**src/rtl/nco_frequency_estimator_pkg.sv**
```systemverilog
// nco_est_pkg: shared definitions for the NCO frequency estimator.
//   - est_state_t     : estimator FSM states
//   - ATAN_TABLE      : atan(2^-i) in turns, 32-bit scale (full turn = 2^32)
//   - atan_turns()    : table entry rescaled to a narrower phase width
//   - CORDIC_GAIN_Q16 : 1/K of the vectoring CORDIC in Q0.16, for callers
//                       that want the vector magnitude from the x path
package nco_est_pkg;

  typedef enum logic [1:0] {
    S_IDLE  = 2'd0,
    S_PRIME = 2'd1,
    S_ACCUM = 2'd2
  } est_state_t;

  localparam int ATAN_ENTRIES = 32;

  localparam logic [31:0] ATAN_TABLE [ATAN_ENTRIES] = '{
    32'h2000_0000, 32'h12E4_051E, 32'h09FB_385B, 32'h0511_11D4,
    32'h028B_0D43, 32'h0145_D7E1, 32'h00A2_F61E, 32'h0051_7C55,
    32'h0028_BE53, 32'h0014_5F2F, 32'h000A_2F98, 32'h0005_17CC,
    32'h0002_8BE6, 32'h0001_45F3, 32'h0000_A2FA, 32'h0000_517D,
    32'h0000_28BE, 32'h0000_145F, 32'h0000_0A30, 32'h0000_0518,
    32'h0000_028C, 32'h0000_0146, 32'h0000_00A3, 32'h0000_0051,
    32'h0000_0029, 32'h0000_0014, 32'h0000_000A, 32'h0000_0005,
    32'h0000_0003, 32'h0000_0001, 32'h0000_0001, 32'h0000_0000
  };

  // 1/1.646760 = 0.607253 -> 0x9B75 in Q0.16
  localparam logic [15:0] CORDIC_GAIN_Q16 = 16'h9B75;

  // Phase widths up to 32 bits: drop the low bits of the 32-bit table.
  function automatic logic [31:0] atan_turns(input int stage, input int pw);
    return ATAN_TABLE[stage] >> (32 - pw);
  endfunction

endpackage

```
**src/rtl/nco_frequency_estimator_if.sv**
```systemverilog
// nco_frequency_estimator_if: sample stream in, phase/frequency results out.
//   sine_in/cosine_in/valid_in : quadrature sample stream into the estimator
//   phase_out/phase_valid      : per-sample instantaneous phase
//   freq_word_out/freq_valid   : averaged frequency estimate, one-cycle pulse
//   locked                     : consecutive estimates agree
// Handshake: every stream here is valid-only. A beat transfers on each clock
// edge where its valid is high; there is no ready and no backpressure, so
// the consumer must accept every qualified beat.
// master = sample source / result sink, slave = estimator.
interface nco_frequency_estimator_if #(
  parameter int SAMPLE_WIDTH = 16,
  parameter int PHASE_WIDTH  = 32
);
  logic signed [SAMPLE_WIDTH-1:0] sine_in;
  logic signed [SAMPLE_WIDTH-1:0] cosine_in;
  logic                           valid_in;
  logic [PHASE_WIDTH-1:0]         phase_out;
  logic                           phase_valid;
  logic [PHASE_WIDTH-1:0]         freq_word_out;
  logic                           freq_valid;
  logic                           locked;

  modport master (
    output sine_in, cosine_in, valid_in,
    input  phase_out, phase_valid, freq_word_out, freq_valid, locked
  );

  modport slave (
    input  sine_in, cosine_in, valid_in,
    output phase_out, phase_valid, freq_word_out, freq_valid, locked
  );
endinterface

```
**src/rtl/nco_frequency_estimator_cordic.sv**
```systemverilog
// cordic_vectoring: pipelined vectoring-mode CORDIC returning atan2(sine, cosine)
// as unsigned turns (full turn = 2^PHASE_WIDTH).
//   clk, rst               : clock, synchronous active-high reset
//   sine_in, cosine_in     : signed Q/I samples
//   valid_in               : sample qualifier
//   phase_out, phase_valid : phase, CORDIC_STAGES+1 cycles after valid_in
// The pipeline advances every cycle; the valid bit simply rides with the data.
module cordic_vectoring
  import nco_est_pkg::*;
#(
  parameter int SAMPLE_WIDTH  = 16,
  parameter int PHASE_WIDTH   = 32,
  parameter int CORDIC_STAGES = 16
) (
  input  logic                           clk,
  input  logic                           rst,
  input  logic signed [SAMPLE_WIDTH-1:0] sine_in,
  input  logic signed [SAMPLE_WIDTH-1:0] cosine_in,
  input  logic                           valid_in,
  output logic [PHASE_WIDTH-1:0]         phase_out,
  output logic                           phase_valid
);
  // Two guard bits: one so -2^(SW-1) can be negated, one for CORDIC gain.
  localparam int XW = SAMPLE_WIDTH + 2;

  logic signed [XW-1:0]   x_q    [0:CORDIC_STAGES];
  logic signed [XW-1:0]   y_q    [0:CORDIC_STAGES];
  logic [PHASE_WIDTH-1:0] z_q    [0:CORDIC_STAGES];
  logic                   v_q    [0:CORDIC_STAGES];
  logic                   zero_q [0:CORDIC_STAGES];

  logic signed [XW-1:0] sin_ext;
  logic signed [XW-1:0] cos_ext;

  assign sin_ext = {{2{sine_in[SAMPLE_WIDTH-1]}}, sine_in};
  assign cos_ext = {{2{cosine_in[SAMPLE_WIDTH-1]}}, cosine_in};

  function automatic logic [PHASE_WIDTH-1:0] atan_w(input int stage);
    logic [31:0] t;
    t = atan_turns(stage, PHASE_WIDTH);
    return t[PHASE_WIDTH-1:0];
  endfunction

  always_ff @(posedge clk) begin
    if (rst) begin
      for (int i = 0; i <= CORDIC_STAGES; i++) begin
        x_q[i]    <= '0;
        y_q[i]    <= '0;
        z_q[i]    <= '0;
        v_q[i]    <= 1'b0;
        zero_q[i] <= 1'b0;
      end
    end else begin
      // Pre-rotation into the right half-plane so the stages only need +-90 deg.
      v_q[0]    <= valid_in;
      // A (0,0) vector has no angle; it is forced to phase 0 at the output.
      zero_q[0] <= (sine_in == '0) && (cosine_in == '0);
      if (cos_ext < 0) begin
        x_q[0] <= -cos_ext;
        y_q[0] <= -sin_ext;
        z_q[0] <= {1'b1, {(PHASE_WIDTH-1){1'b0}}};
      end else begin
        x_q[0] <= cos_ext;
        y_q[0] <= sin_ext;
        z_q[0] <= '0;
      end

      // Each stage rotates toward y = 0 and books the rotation into z.
      for (int i = 0; i < CORDIC_STAGES; i++) begin
        v_q[i+1]    <= v_q[i];
        zero_q[i+1] <= zero_q[i];
        if (y_q[i] < 0) begin
          x_q[i+1] <= x_q[i] - (y_q[i] >>> i);
          y_q[i+1] <= y_q[i] + (x_q[i] >>> i);
          z_q[i+1] <= z_q[i] - atan_w(i);
        end else begin
          x_q[i+1] <= x_q[i] + (y_q[i] >>> i);
          y_q[i+1] <= y_q[i] - (x_q[i] >>> i);
          z_q[i+1] <= z_q[i] + atan_w(i);
        end
      end
    end
  end

  assign phase_out   = zero_q[CORDIC_STAGES] ? '0 : z_q[CORDIC_STAGES];
  assign phase_valid = v_q[CORDIC_STAGES];

endmodule

```
**src/rtl/nco_frequency_estimator.sv**
```systemverilog
// nco_frequency_estimator: recovers the NCO frequency word from a quadrature
// sample stream. CORDIC phase -> phase differences -> average of 2^AVG_LOG2
// differences per estimate, windows back-to-back.
//   clk, rst  : clock, synchronous active-high reset
//   enable    : run; low sends the FSM to S_IDLE (estimate and lock held)
//   clear     : one-cycle pulse, restarts the current averaging window
//   bus       : sample stream in, phase/frequency/lock out (slave modport)
//   state_dbg : current FSM state
module nco_frequency_estimator
  import nco_est_pkg::*;
#(
  parameter int                     SAMPLE_WIDTH  = 16,
  parameter int                     PHASE_WIDTH   = 32,
  parameter int                     CORDIC_STAGES = 16,
  parameter int                     AVG_LOG2      = 8,
  parameter logic [PHASE_WIDTH-1:0] LOCK_TOL      = PHASE_WIDTH'(32'h0000_0400)
) (
  input  logic                          clk,
  input  logic                          rst,
  input  logic                          enable,
  input  logic                          clear,
  nco_frequency_estimator_if.slave      bus,
  output est_state_t                    state_dbg
);
  localparam int                ACC_W      = PHASE_WIDTH + AVG_LOG2;
  localparam logic [AVG_LOG2-1:0] COUNT_LAST = '1;

  logic [PHASE_WIDTH-1:0] phase_w;
  logic                   pv_w;

  cordic_vectoring #(
    .SAMPLE_WIDTH (SAMPLE_WIDTH),
    .PHASE_WIDTH  (PHASE_WIDTH),
    .CORDIC_STAGES(CORDIC_STAGES)
  ) u_cordic (
    .clk        (clk),
    .rst        (rst),
    .sine_in    (bus.sine_in),
    .cosine_in  (bus.cosine_in),
    .valid_in   (bus.valid_in),
    .phase_out  (phase_w),
    .phase_valid(pv_w)
  );

  est_state_t              state, state_n;
  logic [PHASE_WIDTH-1:0]  prev_phase;
  logic signed [ACC_W-1:0] acc;
  logic [AVG_LOG2-1:0]     count;
  logic [PHASE_WIDTH-1:0]  freq_word_q;
  logic                    freq_valid_q;
  logic                    locked_q;
  logic                    have_est;   // an estimate exists since leaving S_IDLE

  logic do_restart, do_prime, do_accum, do_final, do_clear;

  // Delta wraps naturally modulo a full turn and is read as signed.
  logic [PHASE_WIDTH-1:0]  delta;
  logic signed [ACC_W-1:0] delta_ext;
  logic signed [ACC_W-1:0] acc_sum;
  logic signed [ACC_W-1:0] acc_shr;
  logic [PHASE_WIDTH-1:0]  new_est;
  logic [PHASE_WIDTH-1:0]  est_diff;
  logic [PHASE_WIDTH-1:0]  est_mag;
  logic                    within_tol;

  assign delta      = phase_w - prev_phase;
  assign delta_ext  = {{AVG_LOG2{delta[PHASE_WIDTH-1]}}, delta};
  assign acc_sum    = acc + delta_ext;
  assign acc_shr    = acc_sum >>> AVG_LOG2;
  assign new_est    = acc_shr[PHASE_WIDTH-1:0];
  assign est_diff   = new_est - freq_word_q;
  assign est_mag    = est_diff[PHASE_WIDTH-1] ? -est_diff : est_diff;
  assign within_tol = (est_mag <= LOCK_TOL);

  always_ff @(posedge clk) begin
    if (rst) state <= S_IDLE;
    else     state <= state_n;
  end

  always_comb begin
    state_n    = state;
    do_restart = 1'b0;
    do_prime   = 1'b0;
    do_accum   = 1'b0;
    do_final   = 1'b0;
    do_clear   = 1'b0;
    if (!enable) begin
      state_n = S_IDLE;
    end else begin
      case (state)
        S_IDLE: begin
          state_n    = S_PRIME;
          do_restart = 1'b1;
        end
        S_PRIME: begin
          if (pv_w) begin
            do_prime = 1'b1;
            state_n  = S_ACCUM;
          end
        end
        S_ACCUM: begin
          // clear beats a coincident final sample: that window is dropped.
          if (clear) begin
            do_clear = 1'b1;
            state_n  = S_PRIME;
          end else if (pv_w) begin
            if (count == COUNT_LAST) do_final = 1'b1;
            else                     do_accum = 1'b1;
          end
        end
        default: state_n = S_IDLE;
      endcase
    end
  end

  always_ff @(posedge clk) begin
    if (rst) begin
      prev_phase   <= '0;
      acc          <= '0;
      count        <= '0;
      freq_word_q  <= '0;
      freq_valid_q <= 1'b0;
      locked_q     <= 1'b0;
      have_est     <= 1'b0;
    end else begin
      freq_valid_q <= do_final;
      if (do_restart) begin
        locked_q <= 1'b0;
        have_est <= 1'b0;
      end
      if (do_clear) begin
        locked_q <= 1'b0;
        acc      <= '0;
        count    <= '0;
      end
      if (do_prime) begin
        prev_phase <= phase_w;
        acc        <= '0;
        count      <= '0;
      end
      if (do_accum) begin
        prev_phase <= phase_w;
        acc        <= acc_sum;
        count      <= count + 1'b1;
      end
      if (do_final) begin
        // prev_phase keeps running so the next window starts seamlessly.
        prev_phase  <= phase_w;
        acc         <= '0;
        count       <= '0;
        freq_word_q <= new_est;
        locked_q    <= have_est && within_tol;
        have_est    <= 1'b1;
      end
    end
  end

  assign bus.phase_out     = phase_w;
  assign bus.phase_valid   = pv_w;
  assign bus.freq_word_out = freq_word_q;
  assign bus.freq_valid    = freq_valid_q;
  assign bus.locked        = locked_q;
  assign state_dbg         = state;

endmodule

```
**src/flat_wrapper.sv**
```systemverilog
// flat-port wrapper written by rule: the top's interface ports become plain ports
module nco_frequency_estimator_flat import nco_est_pkg::*;
#(
  parameter int                     SAMPLE_WIDTH  = 16,
  parameter int                     PHASE_WIDTH   = 32,
  parameter int                     CORDIC_STAGES = 16,
  parameter int                     AVG_LOG2      = 8,
  parameter logic [PHASE_WIDTH-1:0] LOCK_TOL      = PHASE_WIDTH'(32'h0000_0400)
)
  (clk, rst, enable, clear, state_dbg, bus_sine_in, bus_cosine_in, bus_valid_in, bus_phase_out, bus_phase_valid, bus_freq_word_out, bus_freq_valid, bus_locked);
  nco_frequency_estimator_if #(.SAMPLE_WIDTH(SAMPLE_WIDTH), .PHASE_WIDTH(PHASE_WIDTH)) bus_i ();
  input  logic clk;
  input  logic rst;
  input  logic enable;
  input  logic clear;
  output est_state_t state_dbg;
  input wire logic [$bits(bus_i.sine_in)-1:0] bus_sine_in;
  input wire logic [$bits(bus_i.cosine_in)-1:0] bus_cosine_in;
  input wire logic [$bits(bus_i.valid_in)-1:0] bus_valid_in;
  output wire logic [$bits(bus_i.phase_out)-1:0] bus_phase_out;
  output wire logic [$bits(bus_i.phase_valid)-1:0] bus_phase_valid;
  output wire logic [$bits(bus_i.freq_word_out)-1:0] bus_freq_word_out;
  output wire logic [$bits(bus_i.freq_valid)-1:0] bus_freq_valid;
  output wire logic [$bits(bus_i.locked)-1:0] bus_locked;
  assign bus_i.sine_in = bus_sine_in;
  assign bus_i.cosine_in = bus_cosine_in;
  assign bus_i.valid_in = bus_valid_in;
  assign bus_phase_out = bus_i.phase_out;
  assign bus_phase_valid = bus_i.phase_valid;
  assign bus_freq_word_out = bus_i.freq_word_out;
  assign bus_freq_valid = bus_i.freq_valid;
  assign bus_locked = bus_i.locked;
  nco_frequency_estimator #(.SAMPLE_WIDTH(SAMPLE_WIDTH), .PHASE_WIDTH(PHASE_WIDTH), .CORDIC_STAGES(CORDIC_STAGES), .AVG_LOG2(AVG_LOG2), .LOCK_TOL(LOCK_TOL)) u_core (.clk(clk), .rst(rst), .enable(enable), .clear(clear), .bus(bus_i), .state_dbg(state_dbg));
endmodule
```
**config.mk**
```make
export PLATFORM = sky130hd
export DESIGN_NAME = nco_frequency_estimator_flat
export DESIGN_NICKNAME = d
export VERILOG_FILES = /design/src/rtl/nco_frequency_estimator_pkg.sv /design/src/rtl/nco_frequency_estimator_if.sv /design/src/rtl/nco_frequency_estimator_cordic.sv /design/src/rtl/nco_frequency_estimator.sv /design/src/flat_wrapper.sv
export SDC_FILE = /design/constraint.sdc
export NUM_CORES = 2
export LEC_CHECK = 0
export CAP_MARGIN = 20
export CORE_MARGIN = 2
export CORE_UTILIZATION = 30
export CTS_BUF_LIST = sky130_fd_sc_hd__clkbuf_4 sky130_fd_sc_hd__clkbuf_8
export CTS_CLUSTER_SIZE = 12
export DETAILED_ROUTE_END_ITERATION = 10
export MAX_ROUTING_LAYER = met4
export SLEW_MARGIN = 20
export SYNTH_ARGS = -nofsm -noshare
export SYNTH_HDL_FRONTEND = slang
export SYNTH_SLANG_ARGS = --single-unit
```
**constraint.sdc**
```tcl
create_clock -name clk -period 10.15 [get_ports clk]
set_input_delay 1.5225 -clock clk [delete_from_list [all_inputs] [get_ports clk]]
set_output_delay 1.5225 -clock clk [all_outputs]
set_load 0.01 [all_outputs]
```
==> results.md <==
* Status: finished clean
* WL final at 213,400 um
* Part of the power in registers at 26.9%
* Area grow syn2layout at 15.24%
* Tmin final at 9312 ps
* EDFF count, synth at 983
* CP Launch Type: flip-flop
* FF+latch area at 32,540 um2
* Initial drt markers at 3,644
* Clock sink count at 1,134
* Number of max-cap violations at 0
* Total die area at 303,200 um2
* Multi-input logic area at 57,180 um2
* Max Clk Rate at 0.1074 GHz
* Switching part of the total at 43.34%
* Core Region at 297,000 um2
* Critical path class: flip-flop to flip-flop
* Number of synthesis warnings at 0
* Ranking of synthesized cells by area: edfxtp_1 33%, ha_1 15%, xnor2_1 6.1%
* Synth cell types at 107
* Die Span Y at 550.7 um
* Crit end category: flip-flop
* Slew @ Worst Pin at 1099 ps
* Max Slew Vio Count at 0
* WL/cell at 14.17 um
* Routed vias/inst at 4.632
* Vias in the first global route at 67,316
* Slowest CP cell: or4_1
* P_sw at 13.30 mW
* CTS tree: yes
* DRC at 0
* Cts bufs inserted at 212
* PwrDens at 297.1 nW/um2
* Top cell type's share of synthesized area at 32.93%
* P_int at 17.39 mW
* DRT antenna net count at 0
* Synth async-reset ratio at 0%
* Layout cells sized above 1 at 4.991%
* Leak at 43.88 nW
* Initial DRT Pass Iterations at 6
* Hold_buf cts at 0
* Initial antenna violation count at 6
* CP Data Required Time at 11,000 ps
* Seq/Total Area, Yosys at 36.30%
* Relative slew margins at 26.19%
* R2r setup slk at 840 ps
* Initial cell density of the core at 30.18%
* Synth area leader: edfxtp_1
* Final hold violations at 0
* Root Buffer Master: clkbuf_8
* GRT Resource Usage Total at 14.26%
* Num rows at 200
* Cell mode on critical path: a21oi_1
* H-tree levels at 4
* Maximum vdd drop at 0.1212 mV
* Avg Inst Size Synth at 9.107 um2
* Clk_skew at 90.12 ps
* Worst min path class: flip-flop to flip-flop
* Setup TNS at 0 ps
* Gr ovfl total at 0
* Clk buf depth at 4
* Crit share post-route at 91.75%
* Comb pwr share at 57.7%
* Yosys reg bits at 1,134
* Crit path DAT at 10,170 ps
* Port bufs at 105
* Largest net degree at the start of global routing at 188
* Clk pwr share at 15.4%
* Finish-stage setup viols at 0
* First-pass GRT wire length at 344,300 um
* Die Wd at 550.7 um
* Top FF cell, synth: edfxtp_1
* Mapped Area at 89,650 um2
* Via count at 69,759
* I/O pins at 106
* Mapped Cells at 9,844
* Worst hold slack at 436.0 ps
* Gpl congestion at 0.8715
* # nets final at 12,077
* CP max FO at 7
* Worst-Skew Late Latency at 990 ps
* HPWL Detailed at 166,100 um
* Worst path max stage delay at 560 ps
* Clk slew on worst S/H paths at 60 ps
* Number of fill cells at 30,774
cells in the mapped netlist, types with 47 or more instances:
master and count:
nor2_1 1284, ha_1 1040, edfxtp_1 983, a21oi_1 886, inv_1 721, xnor2_1 628
nand2_1 532, o21ai_0 523, nor3_1 333, xor2_1 305, a21o_1 242, nor2b_1 238
clkbuf_1 221, o21bai_1 204, dfxtp_1 151, nand3_1 138, nand2b_1 122, a21boi_0 87
and3_1 81, a211oi_1 78, o21a_1 64, o31ai_1 58, or3_1 56, o211ai_1 54
mux2i_1 53, a31oi_1 50, or2_2 49, fa_1 47, nor4_1 47
critical path, delay by kind of cell (launching register included):
kind	cells	cell delay [ps]
AOI/OAI and AO/OA	20	4030
and+or+nand+nor	13	2610
adders and majority gates	4	1130
xor gates and xnor gates	3	660
DFF	1	450
buffers and inverters	2	350
placed cells by master (no fill, tap or decap), drive strengths merged, types with 238 or more instances in the layout:
master | netlist | routed
nor2b | 238 | 238
o21ai | 534 | 534
edfxtp | 983 | 983
xnor2 | 630 | 630
inv | 721 | 728
nand2 | 532 | 532
ha | 1040 | 1040
nor3 | 336 | 336
clkbuf | 224 | 282
a21oi | 892 | 892
nor2 | 1284 | 1284
conb | 2 | 985
xor2 | 307 | 307
a21o | 242 | 242
layer usage:
metal | GRT usage [%] | up-vias | wire, um
met5 | - | - | 0
met2 | 25.05 | 1024 | 104400
li1 | - | 36473 | -
met3 | 1.981 | 385 | 7535
met4 | 5.118 | 0 | 7801
met1 | 16.50 | 31877 | 93690
final timing paths:
kind | start | end | cells past startpoint
max | u_core.u_cordic.zero_q[0][16]$_SDFF_PP0_ | u_core.bus.locked$_SDFFE_PP0P_ | 42
min | u_core.u_cordic.v_q[0][11]$_SDFF_PP0_ | u_core.u_cordic.v_q[0][12]$_SDFF_PP0_ | 1
max reg2reg | u_core.u_cordic.zero_q[0][16]$_SDFF_PP0_ | u_core.bus.locked$_SDFFE_PP0P_ | 42
min reg2reg | u_core.u_cordic.v_q[0][11]$_SDFF_PP0_ | u_core.u_cordic.v_q[0][12]$_SDFF_PP0_ | 1
cell type report:
cell class	count	share of cell area, %
multi-input combinational	8712	55.34
sequential	1134	31.50
tap	3939	4.771
clock buffer	282	3.418
inverter	726	2.640
timing repair buffer	167	1.492
clock inverter	99	0.8320
antenna	1	0.002422
state kept, by name, summed over array words and instances (netlist names), 2 cells and up:
| signal | cells |
|---|---|
| u_core.state_dbg | 2 |
| u_core.u_cordic.zero_q | 17 |
| u_core.bus.freq_word_out | 32 |
| u_core.u_cordic.v_q | 17 |
| u_core.u_cordic.x_q | 255 |
| u_core.count | 8 |
| u_core.u_cordic.y_q | 271 |
| u_core.u_cordic.z_q | 457 |
| u_core.acc | 40 |
| u_core.prev_phase | 32 |
power by group through the flow:
stage | Combinational (mW) | Clock [mW] | Sequential (mW)
floorplan | 14.1 | 0 | 7.71
global placement | 17.6 | 0 | 8.35
detailed placement | 17.7 | 0 | 8.36
CTS | 17.8 | 4.92 | 8.27
global route | 20.2 | 5.11 | 8.38
finish | 17.7 | 4.73 | 8.24
stage by stage:
stage	utilization, %	total power, mW	instance area (um2)	setup slack [ps]	std cells
after floorplan	-	21.76	93340	1822	10827
after global placement	33.28	25.91	98850	468.0	14678
after detailed placement	33.28	26.04	98850	591.0	14678
after CTS	34.76	31.01	103200	533.7	15059
after global routing	34.78	33.70	103300	-52.06	15060
final	34.78	30.70	103300	837.7	15060
cell families (layout without fill, tap and decap cells):
family	count (synthesis)	after routing	share of synthesized area, %
and+or+nand+nor	3095	3095	16.22
DFF	1134	1134	36.30
adders and majority gates	1087	1087	15.56
muxes	82	82	0.9560
buffers and inverters	981	1274	4.149
xor gates and xnor gates	937	937	9.188
other	2	986	0.008377
AOI/OAI and AO/OA	2526	2526	17.61
repair_timing:
action	CTS	global route
setup endpoints to repair	0	1
setup buffers	0	0
resized for setup	0	11
No activity file was read; power rests on OpenSTA's default activity.
